## src/rtl/regfile_ab_latch_if.sv

```systemverilog
// regfile_ab_latch_if: operand-fetch and writeback bundle of the regfile.
// master = control side (drives addresses/enables), slave = regfile.
interface regfile_ab_latch_if #(
    parameter int DATA_W = 16,
    parameter int ADDR_W = 3
);
    logic [ADDR_W-1:0] rs1_addr;
    logic [ADDR_W-1:0] rs2_addr;
    logic              ab_en;
    logic [ADDR_W-1:0] rd_addr;
    logic [DATA_W-1:0] wr_data;
    logic              wr_en;
    logic [DATA_W-1:0] a_out;
    logic [DATA_W-1:0] b_out;

    modport master (
        output rs1_addr, rs2_addr, ab_en,
        output rd_addr, wr_data, wr_en,
        input  a_out, b_out
    );

    modport slave (
        input  rs1_addr, rs2_addr, ab_en,
        input  rd_addr, wr_data, wr_en,
        output a_out, b_out
    );
endinterface

```

## src/rtl/regfile_ab_latch.sv

```systemverilog
// regfile_ab_latch: 2^ADDR_W x DATA_W register file, x0 reads zero,
// one write port with write-through bypass into registered A/B latches.
// Ports: clk, rst_n (async, active-low), bus (regfile_ab_latch_if.slave):
//   rs1_addr/rs2_addr/ab_en -> a_out/b_out, rd_addr/wr_data/wr_en -> regs.
module regfile_ab_latch #(
    parameter int DATA_W = 16,
    parameter int ADDR_W = 3
) (
    input logic             clk,
    input logic             rst_n,
    regfile_ab_latch_if.slave bus
);
    localparam int NREG = 1 << ADDR_W;

    logic [DATA_W-1:0] regs [NREG];
    logic [DATA_W-1:0] a_nxt;
    logic [DATA_W-1:0] b_nxt;
    logic              wr_ok;
    logic              a_zero;
    logic              b_zero;
    logic              a_hit;
    logic              b_hit;

    // x0 writes are dropped here, which also kills the bypass for rd=0.
    assign wr_ok  = bus.wr_en && (bus.rd_addr != '0);

    assign a_zero = (bus.rs1_addr == '0);
    assign b_zero = (bus.rs2_addr == '0);
    assign a_hit  = wr_ok && (bus.rd_addr == bus.rs1_addr);
    assign b_hit  = wr_ok && (bus.rd_addr == bus.rs2_addr);

    // zero and hit are exclusive since a hit needs rd != 0.
    always_comb begin
        a_nxt = regs[bus.rs1_addr];
        unique case (1'b1)
            a_zero:  a_nxt = '0;
            a_hit:   a_nxt = bus.wr_data;
            default: a_nxt = regs[bus.rs1_addr];
        endcase
    end

    always_comb begin
        b_nxt = regs[bus.rs2_addr];
        unique case (1'b1)
            b_zero:  b_nxt = '0;
            b_hit:   b_nxt = bus.wr_data;
            default: b_nxt = regs[bus.rs2_addr];
        endcase
    end

    // regs[0] is only ever reset, so it folds to a constant zero.
    always_ff @(posedge clk or negedge rst_n) begin
        if (!rst_n) begin
            for (int i = 0; i < NREG; i++) begin
                regs[i] <= '0;
            end
        end else if (wr_ok) begin
            regs[bus.rd_addr] <= bus.wr_data;
        end
    end

    always_ff @(posedge clk or negedge rst_n) begin
        if (!rst_n) begin
            bus.a_out <= '0;
            bus.b_out <= '0;
        end else if (bus.ab_en) begin
            bus.a_out <= a_nxt;
            bus.b_out <= b_nxt;
        end
    end
endmodule
```

## src/flat_wrapper.sv

```systemverilog
// flat-port wrapper written by rule: the top's interface ports become plain ports
module regfile_ab_latch_flat 
#(
    parameter int DATA_W = 16,
    parameter int ADDR_W = 3
)
  (clk, rst_n, bus_rs1_addr, bus_rs2_addr, bus_ab_en, bus_rd_addr, bus_wr_data, bus_wr_en, bus_a_out, bus_b_out);
  regfile_ab_latch_if #(.DATA_W(DATA_W), .ADDR_W(ADDR_W)) bus_i ();
  input logic clk;
  input logic rst_n;
  input wire logic [$bits(bus_i.rs1_addr)-1:0] bus_rs1_addr;
  input wire logic [$bits(bus_i.rs2_addr)-1:0] bus_rs2_addr;
  input wire logic [$bits(bus_i.ab_en)-1:0] bus_ab_en;
  input wire logic [$bits(bus_i.rd_addr)-1:0] bus_rd_addr;
  input wire logic [$bits(bus_i.wr_data)-1:0] bus_wr_data;
  input wire logic [$bits(bus_i.wr_en)-1:0] bus_wr_en;
  output wire logic [$bits(bus_i.a_out)-1:0] bus_a_out;
  output wire logic [$bits(bus_i.b_out)-1:0] bus_b_out;
  assign bus_i.rs1_addr = bus_rs1_addr;
  assign bus_i.rs2_addr = bus_rs2_addr;
  assign bus_i.ab_en = bus_ab_en;
  assign bus_i.rd_addr = bus_rd_addr;
  assign bus_i.wr_data = bus_wr_data;
  assign bus_i.wr_en = bus_wr_en;
  assign bus_a_out = bus_i.a_out;
  assign bus_b_out = bus_i.b_out;
  regfile_ab_latch #(.DATA_W(DATA_W), .ADDR_W(ADDR_W)) u_core (.clk(clk), .rst_n(rst_n), .bus(bus_i));
endmodule
```

## config.mk

```make
export PLATFORM = sky130hd
export DESIGN_NAME = regfile_ab_latch_flat
export DESIGN_NICKNAME = d
export VERILOG_FILES = /design/src/rtl/regfile_ab_latch_if.sv /design/src/rtl/regfile_ab_latch.sv /design/src/flat_wrapper.sv
export SDC_FILE = /design/constraint.sdc
export NUM_CORES = 1
export LEC_CHECK = 0
export BUFFER_PORTS_ARGS = -buffer_cell sky130_fd_sc_hd__clkbuf_2
export CAP_MARGIN = 30
export CORE_ASPECT_RATIO = 1.4
export CORE_MARGIN = 2
export CORE_UTILIZATION = 45
export CTS_BUF_LIST = sky130_fd_sc_hd__clkbuf_4 sky130_fd_sc_hd__clkbuf_8
export CTS_CLUSTER_DIAMETER = 50
export DETAILED_ROUTE_END_ITERATION = 8
export GPL_TIMING_DRIVEN = 0
export HOLD_SLACK_MARGIN = 0.12
export SYNTH_ARGS = -nofsm -noshare
export SYNTH_HDL_FRONTEND = slang
export SYNTH_SLANG_ARGS = --single-unit
```

## constraint.sdc

```tcl
create_clock -name clk -period 2.9 [get_ports clk]
set_input_delay 0.145 -clock clk [delete_from_list [all_inputs] [get_ports clk]]
set_output_delay 0.145 -clock clk [all_outputs]
set_load 0.02 [all_outputs]
```

==> results of run 1 <==
[kinds of logic (layout without fill, tap and decap cells)]
kind of cell / after synthesis / after routing / synth area share, %
and+or+nand+nor: 106 / 106 / 6.51
AOI/OAI and AO/OA: 102 / 102 / 10.1
DFF: 160 / 160 / 49.4
muxes: 144 / 144 / 28.4
xor gates and xnor gates: 6 / 6 / 0.742
buffers and inverters: 82 / 189 / 4.74
[through the flow]
| stage | util (%) | hold WS, ns | cell area (sq um) | cells |
|---|---|---|---|---|
| 4_1_cts | 52.3 | 0.165 | 9300 | 947 |
| 3_3_place_gp | 48.7 | 0.416 | 8660 | 893 |
| 5_1_grt | 52.3 | 0.183 | 9300 | 947 |
| 3_5_place_dp | 49.1 | 0.163 | 8730 | 896 |
| 6_report | 52.3 | 0.191 | 9300 | 947 |
| 2_1_floorplan | - | -0.151 | 8100 | 600 |
[worst min-delay path by stage]
stage / start / to / slack [ns] / cells after the start
after floorplan: rst_n / u_core.bus.a_out[0]$_DFFE_PN0P_ / -0.15 / 0
after global placement: bus_wr_data[14] / u_core.regs[110]$_DFFE_PN0P_ / 0.42 / 2
after detailed placement: rst_n / u_core.regs[98]$_DFFE_PN0P_ / 0.16 / 1
after CTS: bus_rs2_addr[2] / u_core.bus.b_out[15]$_DFFE_PN0P_ / 0.16 / 3
after global routing: bus_rs2_addr[2] / u_core.bus.b_out[15]$_DFFE_PN0P_ / 0.18 / 3
final: bus_rs2_addr[2] / u_core.bus.b_out[15]$_DFFE_PN0P_ / 0.19 / 3
[registers in the layout, indices dropped and copies added, names as in the netlist]
signal            cells
u_core.bus.a_out     16
u_core.bus.b_out     16
u_core.regs         128
[layer usage]
| layer | vias up | share of wire (%) | global-route usage, % |
|---|---|---|---|
| li1 | 2402 | - | - |
| met2 | 250 | 52 | 44.8 |
| met1 | 2967 | 38 | 31.0 |
| met3 | 57 | 6.0 | 5.08 |
| met5 | - | 0 | 0 |
| met4 | 0 | 3.6 | 11.8 |
[power breakdown]
part | internal [mW] | switching, mW | leakage (nW) | total [mW]
logic | 0.719 | 0.692 | 1.85 | 1.41
registers | 2.64 | 0.315 | 2.02 | 2.96
clock network | 0.807 | 0.853 | 0.194 | 1.66
[cell type report]
cell class                      instances  area, sq um  area share [%]
Clock inverter                         10          111            1.20
Tap cell                              240          300            3.23
Clock buffer                           22          272            2.92
Buffer                                 66          324            3.48
Inverter                               16         60.1           0.646
Multi-Input combinational cell        358         3710            39.9
Timing Repair Buffer                   75          522            5.61
Sequential cell                       160         4000            43.0
[cells in the final DEF (no fill, tap or decap), drive strengths merged, types with 3 or more instances in the layout]
| master | instances |
|---|---|
| o21ai | 64 |
| buf | 28 |
| nand2b | 32 |
| nand4b | 3 |
| mux4 | 64 |
| clkinvlp | 3 |
| nand2 | 65 |
| clkinv | 4 |
| inv | 17 |
| dfrtp | 160 |
| clkbuf | 116 |
| o221ai | 32 |
| dlygate4sd3 | 19 |
| xor2 | 6 |
| mux2 | 48 |
| mux2i | 32 |
[timing repair]
action | CTS | global route
setup endpoints to repair | 0 | 0
hold buffers | 19 | 0
hold endpoints to repair | 178 | 0
[worst register-to-register path, stage by stage, from the launching register on]
cell	delay [ns]
dfrtp_1	0.42
mux4_2	0.46
mux2i_1	0.22
o221ai_1	0.17
==> summary.md, run 1 <==
| Metric | Value |
|---|---|
| Status | finished clean |
| Crit path cell chain | dlygate4sd3_1 -> buf_6 -> xor2_1 -> o41ai_4 -> buf_4 -> o221ai_1 |
| Clock skew | 0.0108 ns |
| Die ar. | 0.0191 sq mm |
| Ant diodes | 0 |
| Synth Flop Type | dfrtp_1 |
| MaxCap Viol Count | 0 |
| Grt ovf | 0 |
| CTS tree | yes |
| Total Routing Usage GR | 25.7% |
| DR vias | 5,676 |
| Root buf cell | clkbuf_8 |
| Starting Density | 45.5% |
| Launch point of the worst reg-to-reg path | u_core.regs[81]$_DFFE_PN0P_ |
| Cell Pwr Density | 648 mW/mm^2 |
| First-pass GRT wire length | 36,200 um |
| Slew @ Worst Pin | 0.957 ns |
| DR pass1 iterations | 5 |
| Final hold violation count | 0 |
| Synthesized Nets | 629 |
| RR Endpoint | u_core.bus.a_out[1]$_DFFE_PN0P_ |
| Initial DRC Count | 437 |
| Mapped Area | 0.00810 sq mm |
| Fill count | 1,541 |
| DRC viols | 0 |
| CP top delay family | buffers and inverters |
| Io pins | 61 |
| End of the critical path | u_core.bus.a_out[4]$_DFFE_PN0P_ |
| Peak VDD IR | 0.000362 V |
| Synth area leader | dfrtp_1 |
| Post-route minimum period | 2.00 ns |
| Worst path arrival time | 2.35 ns |
| Crit. Startpoint | bus_rs1_addr[1] |
| Number of H-tree levels | 4 |
| Antenna violations before repair | 0 |
| Hold Path Class | in2reg |
| Core area | 0.0178 sq mm |
| Post-Syn Area per Cell | 13.5 sq um |
| Crit start category | input pin |
| Max FO, Critical Path | 10 |
| Layout cells sized above 1 | 35.4% |
| Pre-CTS setup slack | 0.690 ns |
| CTS buffer count | 17 |
| R2R depth | 3 |
| Setup TNS | 0 ns |
| WL per Instance | 24.8 um |
| Routed WL | 23,500 um |
| Nets | 723 |
| Clk sink count | 160 |
| Cells after Synth | 600 |
| Die height | 163 um |
| Worst EP required | 3.25 ns |
| Unrepaired setup endpoints after global routing | false |
| Post-synth top cells | dfrtp_1 (160), nand2_1 (65), mux4_2 (64), o21ai_0 (64), mux2_2 (48) |
| Pin count of the biggest net entering global routing | 103 |
| Setup bufs post-CTS | 0 |
| Final Slew Violations | 0 |
| Clock latency on the worst-skew pair | 0.48 ns |
| Critical path depth | 6 |
| Post_cts resized | 0 |
| Max Buffers Root-to-Sink | 2 |
| Slowest Stage Delay on Critical Path | 0.74 ns |
| Syn-to-layout area delta | 14.9% |
| Vias in the first global route | 5,878 |
| Clock-pin slew on the worst setup and hold paths | 0.09 ns |
| Pleak | 4.06 nW |
| Antenna Nets Post-Route | 0 |
| Detailed Place HPWL | 15,600 um |
| Max_slew headroom | 35.8% |
| Final Setup Violations | 0 |
| Async SR Flop Fraction | 100% |
| Internal reg-to-reg setup slack | 1.48 ns |
| Synth area leaders | dfrtp_1 (49%), mux4_2 (18%), mux2_2 (6.7%) |
| Yosys reg bits | 160 |
| Slowest CP cell | o41ai_4 |
| Post-synth EDFFs | 0 |
| Final GP Congestion | 0.827 |
| Number of port buffers | 53 |
| Count leader, synth | dfrtp_1 |
| Seq/Total Area, Yosys | 49.4% |
| Die width | 117 um |
| Buf+Inv Stages, Crit Path | 3 |
| Vias per std cell | 5.99 |
| Period utilization | 68.9% |
| Max Fclk | 0.500 GHz |
| Final WS setup | 0.901 ns |
| YS warnings | 0 |
| Post-synth top area share | 49.4% |
| CP Class | in2reg |
| Critical path capture point type | flop |
| Cell row count | 58 |
| Post-synth cell types | 25 |
| Final Total Pwr | 6.03 mW |
No activity file was read; power rests on OpenSTA's default activity.
==> run 2, diff against run 1 <==
clock period = 1.76 ns   (was 2.9 ns; I/O delays follow)
==> run 2 against run 1 <==
Routed wire length increased by 0.74%. Final area increased by 0.11%. Die area unchanged. Sequential share of layout area about the same. Total power increased by 65%. Via count decreased by 0.56%. Combinational power increased by 65%. Hold slack got worse by 0.040 ns. Clock skew increased by 0.0018 ns. Count of clock-buffer cells in the layout unchanged. Register-to-register slack got worse by 1.2 ns.
==> summary.md, run 2 (synthesized netlist as in run 1, its figures left out) <==
| Metric | Value |
|---|---|
| Detailed Place HPWL | 15,600 um (unchanged) |
| Hold Path Class | in2async |
| Launch point of the worst reg-to-reg path | u_core.regs[81]$_DFFE_PN0P_ |
| Max Buffers Root-to-Sink | 2 (unchanged) |
| Post-route minimum period | 1.72 ns |
| Peak VDD IR | 0.000601 V (+66%) |
| Number of port buffers | 53 (unchanged) |
| Ant diodes | 0 (unchanged) |
| Period utilization | 97.9% |
| Worst EP required | 2.15 ns (-1.10 ns) |
| Cts hold-fix bufs | 20 (+1) |
| Grt ovf | 0 (unchanged) |
| Crit start category | input pin |
| Clock-pin slew on the worst setup and hold paths | 0.08 ns (about the same) |
| Antenna Nets Post-Route | 0 (unchanged) |
| Slowest CP cell | dlygate4sd3_1 |
| Crit path cell chain | dlygate4sd3_1 -> clkbuf_2 -> o311a_1 -> or4b_1 -> buf_2 -> buf_6 -> o221ai_2 |
| Unrepaired setup endpoints after global routing | false |
| Die height | 163 um (unchanged) |
| Biggest regs | u_core.regs x128, u_core.bus.a_out x16, u_core.bus.b_out x16 |
| Pleak | 4.06 nW (+0.10%) |
| First-pass GRT wire length | 36,300 um (+0.50%) |
| Post_cts resized | 0 (unchanged) |
| Cell row count | 58 (unchanged) |
| Routed WL | 23,700 um (+0.74%) |
| Final GP Congestion | 0.827 (unchanged) |
| Final Setup Violations | 0 (unchanged) |
| CP top delay family | buffers and inverters |
| Max Fclk | 0.580 GHz |
| Max FO, Critical Path | 10 (unchanged) |
| Setup bufs post-CTS | 0 (unchanged) |
| Final WS setup | 0.0362 ns (-0.864 ns) |
| Core Util, Final | 52.4% (+0.056 points) |
| Io pins | 61 (unchanged) |
| Critical path capture point type | flop |
| Top reg by flops | u_core.regs |
| Internal reg-to-reg setup slack | 0.32 ns (-1.16 ns) |
| DR vias | 5,644 (-0.56%) |
| Crit. Startpoint | bus_ab_en |
| Final Slew Violations | 0 (unchanged) |
| Slowest Stage Delay on Critical Path | 0.53 ns (-0.21 ns) |
| Syn-to-layout area delta | 15.0% |
| Status | finished clean |
| Number of H-tree levels | 4 (unchanged) |
| CP Class | in2reg |
| Vias per std cell | 5.95 (-0.67%) |
| Final Total Pwr | 9.93 mW (+65%) |
| Total Routing Usage GR | 25.8% (+0.15 points) |
| Initial DRC Count | 441 (+0.92%) |
| CTS tree | yes |
| Nets | 724 (+0.14%) |
| Core area | 0.0178 sq mm (unchanged) |
| Starting Density | 45.5% (unchanged) |
| WL per Instance | 25.0 um (+0.63%) |
| Root buf cell | clkbuf_8 |
| Final hold violation count | 0 (unchanged) |
| Post-layout instance count excluding filler cells | 948 (+0.11%) |
| Die ar. | 0.0191 sq mm (unchanged) |
| DRC viols | 0 (unchanged) |
| Clock skew | 0.0126 ns (+0.00180 ns) |
| Layout cells sized above 1 | 35.3% (-0.050 points) |
| Pin count of the biggest net entering global routing | 103 (unchanged) |
| Clk sink count | 160 (unchanged) |
| Commonest non-fill, non-tap cell in the layout | dfrtp_1 |
| Pre-CTS setup slack | -0.393 ns (-1.08 ns) |
| Vias in the first global route | 5,901 (+0.39%) |
| Worst path arrival time | 2.12 ns (-0.23 ns) |
| Max_slew headroom | 36.4% (+0.59 points) |
| CTS buffer count | 17 (unchanged) |
| Clock latency on the worst-skew pair | 0.48 ns (about the same) |
| Slew @ Worst Pin | 0.949 ns (-0.00883 ns) |
| Max reg flops | 128 (unchanged) |
| Dpl cells | 896 (unchanged) |
| MaxCap Viol Count | 0 (unchanged) |
| Die width | 117 um (unchanged) |
| Antenna violations before repair | 0 (unchanged) |
| Buf+Inv Stages, Crit Path | 4 (+1) |
| Cell Pwr Density | 1070 mW/mm^2 (+65%) |
| Commonest cells after routing, fill and taps aside | dfrtp_1 (160), nand2_1 (65), o21ai_0 (64), mux4_2 (64), clkbuf_2 (52) |
| DR pass1 iterations | 5 (unchanged) |
## run 2: changes by cell type in the layout (fill, tap and decap cells not counted)
cell	previous run	this run
dlygate4sd3_1	19	20
## run 2: per-stage QoR
step	TNS, ns	hold WS (ns)	area, sq um
3_3_place_gp	-346.50	0.359	8660
3_5_place_dp	-14.80	0.106	8730
6_report	0	0.151	9310
2_1_floorplan	0	-0.208	8100
4_1_cts	0	0.146	9310
5_1_grt	0	0.163	9310
## run 2: final timing paths
path | to | depth (start not counted)
worst max-delay path | u_core.bus.b_out[8]$_DFFE_PN0P_ | 7
worst min-delay path | u_core.regs[34]$_DFFE_PN0P_ | 2
worst max register to register | u_core.bus.a_out[1]$_DFFE_PN0P_ | 3
worst min register to register | u_core.regs[113]$_DFFE_PN0P_ | 1
max in group asynchronous | u_core.regs[109]$_DFFE_PN0P_ | 3
min in group clk | u_core.bus.b_out[3]$_DFFE_PN0P_ | 3
## run 2: cell type report
cell class                 count  area, sq um
inverter                      16         60.1
multi-input combinational    358         3710
sequential                   160         4000
timing repair buffer          76          532
buffer                        66          324
tap                          240          300
clock inverter                10          111
fill                        1543         8470
clock buffer                  22          272
## run 2: report_power, final
part           internal (mW)  switching, mW  total (mW)
clock network           1.33           1.40        2.73
logic                   1.19           1.14        2.33
registers               4.36          0.520        4.88
total                   6.87           3.06        9.93
## run 2: routing by layer
layer	share of wire (%)	global-route usage [%]	vias to the layer above
met5	0	0	-
met4	3.5	11.4	0
met3	5.6	5.25	58
met2	53	45.3	237
met1	38	31.0	2946
li1	-	-	2403
==> run 3, diff against run 2 <==
BUFFER_PORTS_ARGS = unset   (was -buffer_cell sky130_fd_sc_hd__clkbuf_2)
DONT_BUFFER_PORTS = 1   (was unset)
==> run 3 against run 2 <==
Utilization down 1.3 points. Clock skew increased by 0.00076 ns. Fmax increased by 2.3%. Largest power group unchanged. Final cell count decreased by 5.6%. Die area stayed put. Final area is 2.5% lower. Total power up 0.85%. Highest routed layer unchanged. The flow now finishes with violations (negative hold slack). Critical path depth shrank 2. Clock power is 12% higher. Worst setup slack improved by 0.039 ns.
==> summary.md, run 3 (synthesized netlist as in run 1, its figures left out) <==
| Metric | Value |
|---|---|
| Status | finished, violations left |
| Violated checks | negative hold slack |
| Final Total Pwr | 10.0 mW (+0.85%) |
| MaxCap Viol Count | 0 (unchanged) |
| Vias in the first global route | 6,004 (+1.7%) |
| Clock-pin slew on the worst setup and hold paths | 0.09 ns (about the same) |
| Critical path capture point type | flop |
| Slew @ Worst Pin | 1.06 ns (+0.115 ns) |
| CP Class | in2reg |
| CTS buffer count | 17 (unchanged) |
| Sw Pwr | 2.98 mW (-2.5%) |
| Vias per std cell | 6.16 (+3.5%) |
| Max FO, Critical Path | 10 (unchanged) |
| Core area | 0.0178 sq mm (unchanged) |
| Clock skew | 0.0134 ns (+0.000760 ns) |
| Initial DRC Count | 491 (+11%) |
| Routed WL | 23,700 um (about the same) |
| DR vias | 5,517 (-2.3%) |
| CP most frequent cell | buf_2 |
| Commonest non-fill, non-tap cell in the layout | dfrtp_1 |
| Sequential share of power | 51.0% (+1.9 points) |
| Detailed Place HPWL | 15,300 um (-1.9%) |
| Peak VDD IR | 0.000617 V (+2.6%) |
| Final Setup Violations | 0 (unchanged) |
| Biggest regs | u_core.regs x128, u_core.bus.a_out x16, u_core.bus.b_out x16 |
| Crit path cell chain | buf_2 -> nand2_1 -> nor3_2 -> buf_2 -> mux2_2 |
| DR pass1 iterations | 5 (unchanged) |
| Die width | 117 um (unchanged) |
| Final WS setup | 0.0748 ns (+0.0386 ns) |
| Die height | 163 um (unchanged) |
| Clk sink count | 160 (unchanged) |
| Pre-CTS setup slack | -0.386 ns (+0.00666 ns) |
| Clock latency on the worst-skew pair | 0.47 ns (about the same) |
| Root buf cell | clkbuf_8 |
| Max Fclk | 0.593 GHz (+2.3%) |
| Clock share of power | 30.4% (+2.9 points) |
| Logic pwr share | 18.5% (-4.9 points) |
| Top reg by flops | u_core.regs |
| WL per Instance | 26.4 um (+5.9%) |
| Period utilization | 95.7% (-2.2 points) |
| Final hold violation count | 160 (+160) |
| First-pass GRT wire length | 36,500 um (+0.34%) |
| Cell internal pwr | 7.04 mW (+2.4%) |
| Cts hold-fix bufs | 22 (+10%) |
| Grt ovf | 0 (unchanged) |
| Layout cells sized above 1 | 29.8% (-5.5 points) |
| Post_cts resized | 0 (unchanged) |
| Total Routing Usage GR | 26.0% (+0.20 points) |
| Post-route minimum period | 1.69 ns (-0.0386 ns) |
| Final Slew Violations | 0 (unchanged) |
| Unrepaired setup endpoints after global routing | false |
| Crit start category | input pin |
| CTS tree | yes |
| Sw frac | 29.8% (-1.0 points) |
| Slowest CP cell | nor3_2 |
| Setup bufs post-CTS | 0 (unchanged) |
| Io pins | 61 (unchanged) |
| DRC viols | 0 (unchanged) |
| Max Buffers Root-to-Sink | 2 (unchanged) |
| Worst path arrival time | 2.05 ns (-0.07 ns) |
| Antenna Nets Post-Route | 0 (unchanged) |
| Cell Pwr Density | 1100 mW/mm^2 (+3.4%) |
| Cell row count | 58 (unchanged) |
| Pin count of the biggest net entering global routing | 161 (+56%) |
| Commonest cells after routing, fill and taps aside | dfrtp_1 (160), nand2_1 (65), o21ai_0 (64), mux4_2 (64), mux2_2 (48) |
| Nets | 671 (-7.3%) |
| Number of H-tree levels | 4 (unchanged) |
| Max reg flops | 128 (unchanged) |
| Worst EP required | 2.13 ns (-0.02 ns) |
| Ant diodes | 0 (unchanged) |
| Final GP Congestion | 0.826 (-0.22%) |
| Starting Density | 45.5% (unchanged) |
| Syn-to-layout area delta | 12.1% |
| Max_slew headroom | 28.7% (-7.7 points) |
| Slowest Stage Delay on Critical Path | 0.80 ns (+0.27 ns) |
| Pleak | 3.85 nW (-5.2%) |
| Number of port buffers | 0 (-100%) |
| Hold Path Class | in2async |
| Antenna violations before repair | 0 (unchanged) |
| Final hold slack | -0.690 ns (-0.841 ns) |
| Die ar. | 0.0191 sq mm (unchanged) |
-- run 3: cell count changes in the layout (fill, tap and decap cells not counted) --
cell / change
clkbuf_2: -52
inv_6: -1
clkinv_2: -1
clkbuf_4: -5
clkbuf_8: +1
clkinvlp_4: -2
dlygate4sd3_1: +2
buf_16: -1
bufinv_16: +2
clkinv_4: +5
buf_8: -1
-- run 3: critical path: cells and delay by family --
family                 cells  cell delay [ns]
multiplexers               1             0.39
AND/OR/NAND/NOR            2             0.88
buffers and inverters      2             0.68
-- run 3: path summary, 6_finish.rpt --
path | from | endpoint | slack (ns) | cells past startpoint
max in group asynchronous | rst_n | u_core.regs[84]$_DFFE_PN0P_ | 2.23 | 0
setup / recovery | bus_wr_en | u_core.regs[56]$_DFFE_PN0P_ | 0.07 | 5
setup reg to reg | u_core.regs[93]$_DFFE_PN0P_ | u_core.bus.b_out[13]$_DFFE_PN0P_ | 0.33 | 3
min in group clk | bus_rs2_addr[2] | u_core.bus.b_out[14]$_DFFE_PN0P_ | 0.14 | 3
hold / removal | rst_n | u_core.regs[114]$_DFFE_PN0P_ | -0.69 | 0
hold reg to reg | u_core.regs[124]$_DFFE_PN0P_ | u_core.regs[124]$_DFFE_PN0P_ | 0.48 | 1
-- run 3: layout make-up --
class	count	area (sq um)
well taps	240	300
clock inverters	13	186
clock buffers	19	262
plain buffers	66	324
multi-input cells	358	3710
flip-flops and latches	160	4000
fillers	1571	8700
repair buffers	23	235
inverters	16	60.1
-- run 3: through the flow --
step / setup TNS, ns / instances / utilization, % / hold slack (ns) / area [sq um]
floorplan: 0 / 600 / - / -0.208 / 8100
detailed placement: -13.35 / 841 / 47.3 / -0.197 / 8410
global route: 0 / 895 / 51.1 / -0.714 / 9080
global placement: -11.99 / 840 / 47.2 / -0.196 / 8400
finish: 0 / 895 / 51.1 / -0.690 / 9080
CTS: 0 / 895 / 51.1 / -0.712 / 9080
-- run 3: per-layer routing --
metal / part of all wire [%] / global-route usage [%] / routed length, um / vias up
li1: - / - / - / 2296
met5: 0 / 0 / 0 / -
met4: 3.1 / 11.6 / 743 / 0
met2: 53 / 46.1 / 12600 / 279
met3: 7.3 / 6.44 / 1720 / 54
met1: 36 / 30.0 / 8600 / 2888
-- run 3: power by group through the flow --
stage	clock network, mW	logic [mW]	registers, mW
6_report	3.05	1.86	5.11
5_1_grt	3.24	2.03	5.19
4_1_cts	3.10	1.86	5.10
3_5_place_dp	0	1.80	5.17
3_3_place_gp	0	1.74	5.11
2_1_floorplan	0	1.48	4.95
